<file path="src/rtl/adxl357_i2c_sequencer.sv">
// adxl357_i2c_sequencer
//   Sequencer/arbiter in front of the ADXL357 I2C controller.
//   - After reset and a power-up delay, it writes the three-entry init table
//     (RANGE, FILTER, POWER_CTL=measure) in CPU single-byte mode.
//   - It then switches the controller to HW burst mode and passes DRDY through.
//   - Host single-register writes are arbitrated against DRDY-driven bursts.
//     A DRDY edge that arrives while the gate is closed is replayed once.
//
// Ports
//   i_clk, i_rst    clock, asynchronous active-high reset
//   i_drdy          synchronised ADXL357 DRDY
//   i_status        controller status: [0] ready, [1] finish, [9:2] state
//   i_host_req      host write request (level, held until o_host_ack)
//   i_host_reg      host register address
//   i_host_data     host write data
//   o_ctrl          [0] enable, [1] rw_reg, [3:2] op_mode, [6:4] clk_rate
//   o_dev_addr      fixed 7-bit device address
//   o_reg_addr      register address for the current CPU-mode write
//   o_w_data        data byte for the current CPU-mode write
//   o_drdy          gated DRDY towards the controller
//   o_init_done     init table complete
//   o_host_ack      one-cycle pulse when a host write completes
//   o_err           sticky watchdog error
//   o_sample_cnt    completed burst reads (wrapping)
//   o_seq_state     FSM state for debug
//
// Build option
//   SEQ_TIMEOUT_EN  enables the per-transaction watchdog. Init steps retry
//                   once before ERROR; host steps are acked with o_err set.
//                   When undefined, o_err is tied low and the FSM waits
//                   indefinitely.
module adxl357_i2c_sequencer #(
  parameter logic [6:0]  P_DEV_ADDR    = 7'h1D,
  parameter logic [2:0]  P_CLK_RATE    = 3'd6,
  parameter logic [7:0]  P_RANGE       = 8'h81,
  parameter logic [7:0]  P_FILTER      = 8'h00,
  parameter logic [15:0] P_PWRUP_CYC   = 16'd50000,
  parameter logic [19:0] P_TIMEOUT_CYC = 20'd500000
) (
  input  logic        i_clk,
  input  logic        i_rst,
  input  logic        i_drdy,
  input  logic [31:0] i_status,
  input  logic        i_host_req,
  input  logic [7:0]  i_host_reg,
  input  logic [7:0]  i_host_data,
  output logic [31:0] o_ctrl,
  output logic [6:0]  o_dev_addr,
  output logic [7:0]  o_reg_addr,
  output logic [7:0]  o_w_data,
  output logic        o_drdy,
  output logic        o_init_done,
  output logic        o_host_ack,
  output logic        o_err,
  output logic [15:0] o_sample_cnt,
  output logic [3:0]  o_seq_state
);

  localparam logic [1:0] MODE_CPU   = 2'b00;
  localparam logic [1:0] MODE_BURST = 2'b10;

  typedef enum logic [3:0] {
    S_PWRUP      = 4'd0,
    S_INIT_ISSUE = 4'd1,
    S_INIT_BUSY  = 4'd2,
    S_INIT_DONE  = 4'd3,
    S_RUN        = 4'd4,
    S_HOST_DRAIN = 4'd5,
    S_HOST_ISSUE = 4'd6,
    S_HOST_BUSY  = 4'd7,
    S_HOST_DONE  = 4'd8,
    S_ERROR      = 4'd9
  } state_t;

  // {register, value} for each init step; idx 2 starts measurement.
  function automatic logic [15:0] init_entry(input logic [1:0] i);
    case (i)
      2'd0:    init_entry = {8'h2C, P_RANGE};
      2'd1:    init_entry = {8'h28, P_FILTER};
      default: init_entry = {8'h2D, 8'h00};
    endcase
  endfunction

  state_t      state, state_nx;
  logic [1:0]  rdy_sync, fin_sync;
  logic        fin_d, idle_cond, idle_cond_d, idle, fin_rise;
  logic        drdy_d, drdy_rise;
  logic [19:0] cnt, cnt_nx;
  logic [1:0]  idx, idx_nx, mode, mode_nx;
  logic        en, en_nx;
  logic [7:0]  reg_addr, reg_addr_nx, w_data, w_data_nx;
  logic        init_done, init_done_nx, host_ack, host_ack_nx;
  logic        pend, pend_nx, ret, ret_nx;
  logic        host_take, gate_open, host_path, drdy_out;
  logic [15:0] sample_cnt;
  logic        unused_cfg;
`ifdef SEQ_TIMEOUT_EN
  logic        err, err_nx, retry, retry_nx;
  assign o_err = err;
`else
  assign o_err = 1'b0;
`endif

  assign unused_cfg = ^{P_TIMEOUT_CYC, i_status[31:10]};

  // Status synchroniser; the controller state bits are used as-is.
  always_ff @(posedge i_clk or posedge i_rst) begin
    if (i_rst) begin
      rdy_sync    <= 2'b00;
      fin_sync    <= 2'b00;
      fin_d       <= 1'b0;
      idle_cond_d <= 1'b0;
      drdy_d      <= 1'b0;
    end else begin
      rdy_sync    <= {rdy_sync[0], i_status[0]};
      fin_sync    <= {fin_sync[0], i_status[1]};
      fin_d       <= fin_sync[1];
      idle_cond_d <= idle_cond;
      drdy_d      <= i_drdy;
    end
  end

  assign idle_cond = rdy_sync[1] && (i_status[9:2] == 8'h00);
  assign idle      = idle_cond && idle_cond_d;
  assign fin_rise  = fin_sync[1] && !fin_d;
  assign drdy_rise = i_drdy && !drdy_d;

  // FSM and control registers
  always_ff @(posedge i_clk or posedge i_rst) begin
    if (i_rst) begin
      state      <= S_PWRUP;
      cnt        <= '0;
      idx        <= '0;
      mode       <= MODE_CPU;
      en         <= 1'b0;
      reg_addr   <= '0;
      w_data     <= '0;
      init_done  <= 1'b0;
      host_ack   <= 1'b0;
      pend       <= 1'b0;
      ret        <= 1'b0;
      sample_cnt <= '0;
`ifdef SEQ_TIMEOUT_EN
      err        <= 1'b0;
      retry      <= 1'b0;
`endif
    end else begin
      state     <= state_nx;
      cnt       <= cnt_nx;
      idx       <= idx_nx;
      mode      <= mode_nx;
      en        <= en_nx;
      reg_addr  <= reg_addr_nx;
      w_data    <= w_data_nx;
      init_done <= init_done_nx;
      host_ack  <= host_ack_nx;
      pend      <= pend_nx;
      ret       <= ret_nx;
      // Only finishes seen in burst mode are sample reads.
      if (fin_rise && mode == MODE_BURST) sample_cnt <= sample_cnt + 16'd1;
`ifdef SEQ_TIMEOUT_EN
      err       <= err_nx;
      retry     <= retry_nx;
`endif
    end
  end

  always_comb begin
    state_nx     = state;
    cnt_nx       = cnt;
    idx_nx       = idx;
    mode_nx      = mode;
    en_nx        = en;
    reg_addr_nx  = reg_addr;
    w_data_nx    = w_data;
    init_done_nx = init_done;
    host_ack_nx  = 1'b0;
    ret_nx       = 1'b0;
    pend_nx      = pend;
`ifdef SEQ_TIMEOUT_EN
    err_nx       = err;
    retry_nx     = retry;
`endif
    // The ack cycle ignores a request the host has not yet dropped.
    host_take = (state == S_RUN) && i_host_req && !host_ack;
    gate_open = (state == S_RUN) && !host_take;
    host_path = host_take ||
                (state inside {S_HOST_DRAIN, S_HOST_ISSUE, S_HOST_BUSY, S_HOST_DONE});
    drdy_out  = gate_open && (i_drdy || (ret && pend));
    if (gate_open && ret)                          pend_nx = 1'b0;
    else if (!gate_open && drdy_rise && host_path) pend_nx = 1'b1;

    case (state)
      S_PWRUP: begin
        if (cnt == {4'b0, P_PWRUP_CYC}) begin
          idx_nx   = '0;
          state_nx = S_INIT_ISSUE;
        end else begin
          cnt_nx = cnt + 20'd1;
        end
      end
      S_INIT_ISSUE: if (idle) begin
        {reg_addr_nx, w_data_nx} = init_entry(idx);
        mode_nx  = MODE_CPU;
        en_nx    = 1'b1;
        state_nx = S_INIT_BUSY;
      end
      S_INIT_BUSY: if (!rdy_sync[1]) begin
        en_nx    = 1'b0;
        state_nx = S_INIT_DONE;
      end
      S_INIT_DONE: if (idle) begin
        if (idx == 2'd2) begin
          init_done_nx = 1'b1;
          mode_nx      = MODE_BURST;
          state_nx     = S_RUN;
        end else begin
          idx_nx   = idx + 2'd1;
`ifdef SEQ_TIMEOUT_EN
          retry_nx = 1'b0;
`endif
          state_nx = S_INIT_ISSUE;
        end
      end
      S_RUN: if (host_take) state_nx = S_HOST_DRAIN;
      S_HOST_DRAIN: if (idle) begin
        mode_nx  = MODE_CPU;
        state_nx = S_HOST_ISSUE;
      end
      S_HOST_ISSUE: if (idle) begin
        reg_addr_nx = i_host_reg;
        w_data_nx   = i_host_data;
        en_nx       = 1'b1;
        state_nx    = S_HOST_BUSY;
      end
      S_HOST_BUSY: if (!rdy_sync[1]) begin
        en_nx    = 1'b0;
        state_nx = S_HOST_DONE;
      end
      S_HOST_DONE: if (idle) begin
        host_ack_nx = 1'b1;
        mode_nx     = MODE_BURST;
        ret_nx      = 1'b1;
        state_nx    = S_RUN;
      end
      default: ;
    endcase

    if (state_nx != state) cnt_nx = '0;

`ifdef SEQ_TIMEOUT_EN
    if (state inside {S_INIT_BUSY, S_INIT_DONE, S_HOST_DRAIN, S_HOST_BUSY, S_HOST_DONE}) begin
      if (cnt >= P_TIMEOUT_CYC) begin
        err_nx = 1'b1;
        en_nx  = 1'b0;
        cnt_nx = '0;
        if (state == S_INIT_BUSY || state == S_INIT_DONE) begin
          retry_nx = 1'b1;
          state_nx = retry ? S_ERROR : S_INIT_ISSUE;
        end else begin
          host_ack_nx = 1'b1;
          mode_nx     = MODE_BURST;
          ret_nx      = 1'b1;
          state_nx    = S_RUN;
        end
      end else if (state_nx == state) begin
        cnt_nx = cnt + 20'd1;
      end
    end
`endif
  end

  assign o_ctrl       = {25'b0, P_CLK_RATE, mode, 1'b0, en};
  assign o_dev_addr   = P_DEV_ADDR;
  assign o_reg_addr   = reg_addr;
  assign o_w_data     = w_data;
  assign o_drdy       = drdy_out;
  assign o_init_done  = init_done;
  assign o_host_ack   = host_ack;
  assign o_sample_cnt = sample_cnt;
  assign o_seq_state  = state;

endmodule

</file>
<file path="config.mk">
export PLATFORM = sky130hd
export DESIGN_NAME = adxl357_i2c_sequencer
export DESIGN_NICKNAME = d
export VERILOG_FILES = /design/src/rtl/adxl357_i2c_sequencer.sv
export SDC_FILE = /design/constraint.sdc
export NUM_CORES = 1
export LEC_CHECK = 0
export CAP_MARGIN = 30
export CORE_ASPECT_RATIO = 0.75
export CORE_MARGIN = 2
export CORE_UTILIZATION = 51
export CTS_BUF_LIST = sky130_fd_sc_hd__clkbuf_2
export DETAILED_ROUTE_END_ITERATION = 16
export PLACE_DENSITY = 0.88
export SLEW_MARGIN = 20
export SYNTH_ARGS = -nofsm -noshare
export SYNTH_HDL_FRONTEND = slang
export SYNTH_SLANG_ARGS = --single-unit
</file>
<file path="constraint.sdc">
create_clock -name i_clk -period 4.45 [get_ports i_clk]
set_clock_uncertainty 0.05 [all_clocks]
set_input_delay 0.445 -clock i_clk [delete_from_list [all_inputs] [get_ports i_clk]]
set_output_delay 0.445 -clock i_clk [all_outputs]
set_load 0.01 [all_outputs]
</file>
Word-level counts from Yosys, hierarchy flattened
Index checks and enable logic that the tools add are counted.
W data, S select, Z words.
- register bits: 71
- input port bits: 52
- output and inout bits: 79
- logic and storage cells: 119
- add/sub/neg operators: 3
- equal/unequal tests: 24
- multiplexer cells: 37
- reductions and logical operators: 39
- operator list (kind ; count):
    $mux W20 ; 3
    $mux W4 ; 9
    $pmux W4 S9 ; 1
    $mux W8 ; 4
    $pmux W8 S2 ; 2
    $pmux W11 S2 ; 1
    $add A20 B1 Y20 const B ; 1
    $eq A20 B16 Y1 const B ; 1
    $add A16 B1 Y16 const B ; 1
    $eq A4 B3 Y1 const B ; 4
    $ne A2 B2 Y1 const B ; 8
    $mux W2 ; 7
    $logic_and A1 B1 Y1 ; 13
    $reduce_bool A2 Y1 ; 5
    $reduce_and A3 Y1 ; 3
    $eq A4 B2 Y1 const B ; 2
    $logic_not A8 Y1 ; 1
    $mux W1 ; 6
    $ne A2 B1 Y1 const B ; 3
    $pmux W2 S3 ; 1
    $reduce_or A2 Y1 ; 3
    $logic_not A1 Y1 ; 5
    $reduce_and A5 Y1 ; 1
    $eq A2 B2 Y1 const B ; 2
    15 further kinds ; 16

Logic depth before layout (Yosys ltp)
- depth after elaboration: 10
- depth in mapped cells: 8
- depth with buffers taken out: 7

Worst setup path after synthesis
OpenSTA, ideal clock, no wires.
- path type: register -> register
- from: register state[3] (netlist: o_seq_state[3])
- to: register cnt[0]
- setup time: 0.147 ns
- arrival: 2.034 ns
- path slack: 2.218 ns
- cell stages (with the launch flop): 8
- period minus slack after synthesis: 2.232 ns
- cell sequence: dfrtp_1 buf_6 or4_4 buf_6 or3_4 a31oi_4 buf_6 a211oi_1
- longest elaborated chain between the ends: 8
- RTL lines (what ; line ; source):
    start, declared ; 84 ; state_t state, state_nx;
    start signal, assigned ; 148 ; state <= state_nx;
    $eq A4 B3 Y1 ; 185, 193 ;
    $logic_and A1 B1 Y1 (2 in a row) ; 185 ; host_take = (state == S_RUN) && i_host_req && !host_ack;
    $mux W4 ; 225 ; S_RUN: if (host_take) state_nx = S_HOST_DRAIN;
    $pmux W4 S9 ; 193 ; case (state)
    $ne A4 B4 Y1 ; 249 ; if (state_nx != state) cnt_nx = '0;
    $ne A2 B1 Y1 (no source line) / $reduce_bool A2 Y1 (equally long branches) ; - ;
    $reduce_and A2 Y1 (no source line) ; - ;
    end signal, assigned ; 149 ; cnt <= cnt_nx;
    end, declared ; 88 ; logic [19:0] cnt, cnt_nx;
Parallel ways exist; a longest one is shown, timed or not.
A chain may end at the register's enable or synchronous reset.

Worst setup path after layout
- from: register state[2] (netlist: o_seq_state[2])
- to: register cnt[8]
Same word-level chain as after synthesis.

==> results.sh <==
export IMPL_hold_viol=0
export IMPL_layout_nets=510
export IMPL_cts_root_buf="clkbuf_2"
export IMPL_slew_headroom=0.423
export IMPL_grt_max_degree=41
export IMPL_cp_required_ns=4.80
export IMPL_start_util=0.531
export IMPL_drive_gt1_frac=0.0813
export IMPL_synth_most_common_cell="dfrtp_1"
export IMPL_fill_cells=585
export IMPL_firstDrtPassIters=4
export IMPL_rrSetupSlack_ns=1.56
export IMPL_h_tree_depth=3
export IMPL_grt_ovfl_total=0
export IMPL_die_area_um2=8420
export IMPL_crit_arrival_ns=3.24
export IMPL_clock_path_buffers=2
export IMPL_grt_usage=0.200
export IMPL_layout_worst_path_cycle_share=0.649
export IMPL_status="completed"
export IMPL_leakagePower_nw=2.06
export IMPL_holdPathStages=1
export IMPL_detail_route_antenna_nets=0
export IMPL_ys_seq_elements=70
export IMPL_grt_pass1_vias=2776
export IMPL_timing_setup_tns_ns=0
export IMPL_hp_class="in2reg"
export IMPL_yosysTopAreaCell="dfrtp_1"
export IMPL_port_buffers=70
export IMPL_synth_top_area_frac=0.446
export IMPL_r2r_end="cnt[8]"
export IMPL_drc=0
export IMPL_antenna_cells=0
export IMPL_avgSynthCellArea_um2=10.1
export IMPL_worst_pin_slew_ns=0.865
export IMPL_die_w_um=105
export IMPL_min_period_ns=2.89
export IMPL_routabilityCongestion=0.913
export IMPL_grt_pass1_wl_um=13400
export IMPL_core_area_um2=7400
export IMPL_synth_common_cells="dfrtp_1, buf_4, nand2_1, xnor2_1, nor2_1"
export IMPL_hpwlAfterDp_um=5640
export IMPL_ys_seq_area_frac=0.446
export IMPL_worstRegToRegCells=4
export IMPL_cts_sinks=70
export IMPL_ctsResizeCount=0
export IMPL_clock_fmax_mhz=346
export IMPL_synth_edff_count=0
export IMPL_max_cap_violations=0
export IMPL_reg2reg_from="o_seq_state[2]"
export IMPL_synthesis_area_um2=3930
export IMPL_startpoint_type="flop"
export IMPL_routedWlPerCell_um=14.7
export IMPL_drtIter0Drc=131
export IMPL_vias=2930
export IMPL_dp_worst_setup_slack_ns=1.31
export IMPL_critPathMaxFanout=20
export IMPL_cp_cell_sequence="and4bb_1 > and4_1 > or3_1 > a211oi_1"
export IMPL_clock_latency_ns=0.54
export IMPL_crit_family="simple AND/OR/NAND/NOR gates"
export IMPL_routed_wl_um=8170
export IMPL_ys_top_cells_by_area="dfrtp_1, buf_4, xnor2_1"
export IMPL_fin_ws_ns=1.56
export IMPL_rows=27
export IMPL_rsz0062_at_grt="false"
export IMPL_final_max_slew_violation_count=0
export IMPL_min_to="fin_sync[0]"
export IMPL_cpMaxStageDelayCell="or3_1"
export IMPL_async_reset_ff_frac=1.00
export IMPL_synth_distinct_cells=51
export IMPL_ir_worst_vdd_mv=0.127
export IMPL_ios=131
export IMPL_fin_util=0.631
export IMPL_via_per_inst=5.27
export IMPL_endpoint_kind="flop"
export IMPL_setup_viol=0
export IMPL_cts_made_buffers=9
export IMPL_cts_tree="done"
export IMPL_antenna_found_initial=0
export IMPL_max_stage_delay_ns=0.77
export IMPL_syn_to_final_growth_pct=19.0
export IMPL_die_height_um=80.0
export IMPL_synthCells=389
export IMPL_yosysWarnings=0
export IMPL_post_cts_setup_buffers=0
export IMPL_cts_clk_slew_worst_paths_ns=0.21
export IMPL_worstHoldStart="i_status[1]"
export IMPL_p_per_area_nw_per_um2=245
export IMPL_synth_ff_type="dfrtp_1"
export IMPL_crit_type="reg2reg"
export IMPL_path_buf_inv=0
-- how the worst max path moves through the flow --
| stage | from | endpoint | slack [ns] | cells after the start |
|---|---|---|---|---|
| floorplan | i_rst | cnt[0] | 2.19 | 1 |
| global placement | i_status[7] | cnt[10] | 1.39 | 5 |
| detailed placement | i_status[7] | cnt[19] | 1.31 | 5 |
| CTS | o_seq_state[0] | o_drdy | 1.60 | 4 |
| global route | o_seq_state[2] | cnt[2] | 1.34 | 4 |
| finish | o_seq_state[2] | cnt[8] | 1.56 | 4 |
-- layout by cell type (no fill, tap or decap), drive strengths merged, types with 3 or more instances in the layout --
master / count
dfrtp: 70
clkdlybuf4s50: 70
conb: 38
nand2: 28
xnor2: 21
a211oi: 20
nor2: 19
inv: 17
nand3: 15
o21ai: 15
nor3: 13
xor2: 12
a21oi: 11
nand4: 10
a22o: 10
clkbuf: 9
ha: 8
nor4: 7
and4: 5
and3: 4
nand3b: 3
a21o: 3
nand2b: 3
nor4b: 3
nor2b: 3
or3: 3
buf: 3
-- area by class of cell --
class / instances / area (um^2) / area share
Timing Repair Buffer: 74 / 746 / 0.160
Clock inverter: 7 / 103 / 0.0220
Tap cell: 101 / 126 / 0.0271
Sequential cell: 70 / 1750 / 0.375
Clock buffer: 9 / 45.0 / 0.00965
Inverter: 14 / 52.6 / 0.0113
Multi-Input combinational cell: 281 / 1850 / 0.395
-- metrics by stage --
stage	total power [mW]	instance area [um^2]	std cells	hold slack (ns)
finish	1.14	4670	556	0.271
CTS	1.16	4640	554	0.229
global placement	0.708	4490	538	0.283
floorplan	0.703	4060	425	0.281
detailed placement	0.709	4490	538	0.292
global route	1.19	4670	556	0.231
-- layer usage --
layer | wire length (um) | track usage
met2 | 4010 | 0.326
met1 | 3510 | 0.266
met3 | 599 | 0.0620
met5 | 0 | 0
met4 | 50 | 0.0400
-- power breakdown --
part	internal [mW]	switching (mW)	total [mW]
combinational	0.0264	0.0330	0.0594
sequential	0.640	0.00216	0.642
clock	0.193	0.251	0.443
total	0.859	0.286	1.14
-- state kept, by name, indices dropped and copies added (netlist names) --
signal,count
cnt,20
o_sample_cnt,16
o_reg_addr,8
o_w_data,8
o_seq_state,4
fin_sync,2
idx,2
rdy_sync,2
drdy_d,1
en,1
fin_d,1
idle_cond_d,1
mode,1
o_init_done,1
pend,1
ret,1
-- repair_timing --
item	CTS	global route
hold endpoints to repair	0	6
hold buffers	0	1
endpoints found under the setup margin	0	0
-- logic make-up after synthesis --
family                   Yosys count  synth area share
AO/OA/AOI/OAI                     71             0.139
other                              2           0.00191
XOR/XNOR                          33            0.0736
flip-flops                        70             0.446
AND/OR/NAND/NOR                  129             0.191
buffers and inverters             74             0.118
adder cells (fa/ha/maj)            8            0.0255
multiplexers                       2           0.00510
(Power assumes the default switching activity.)
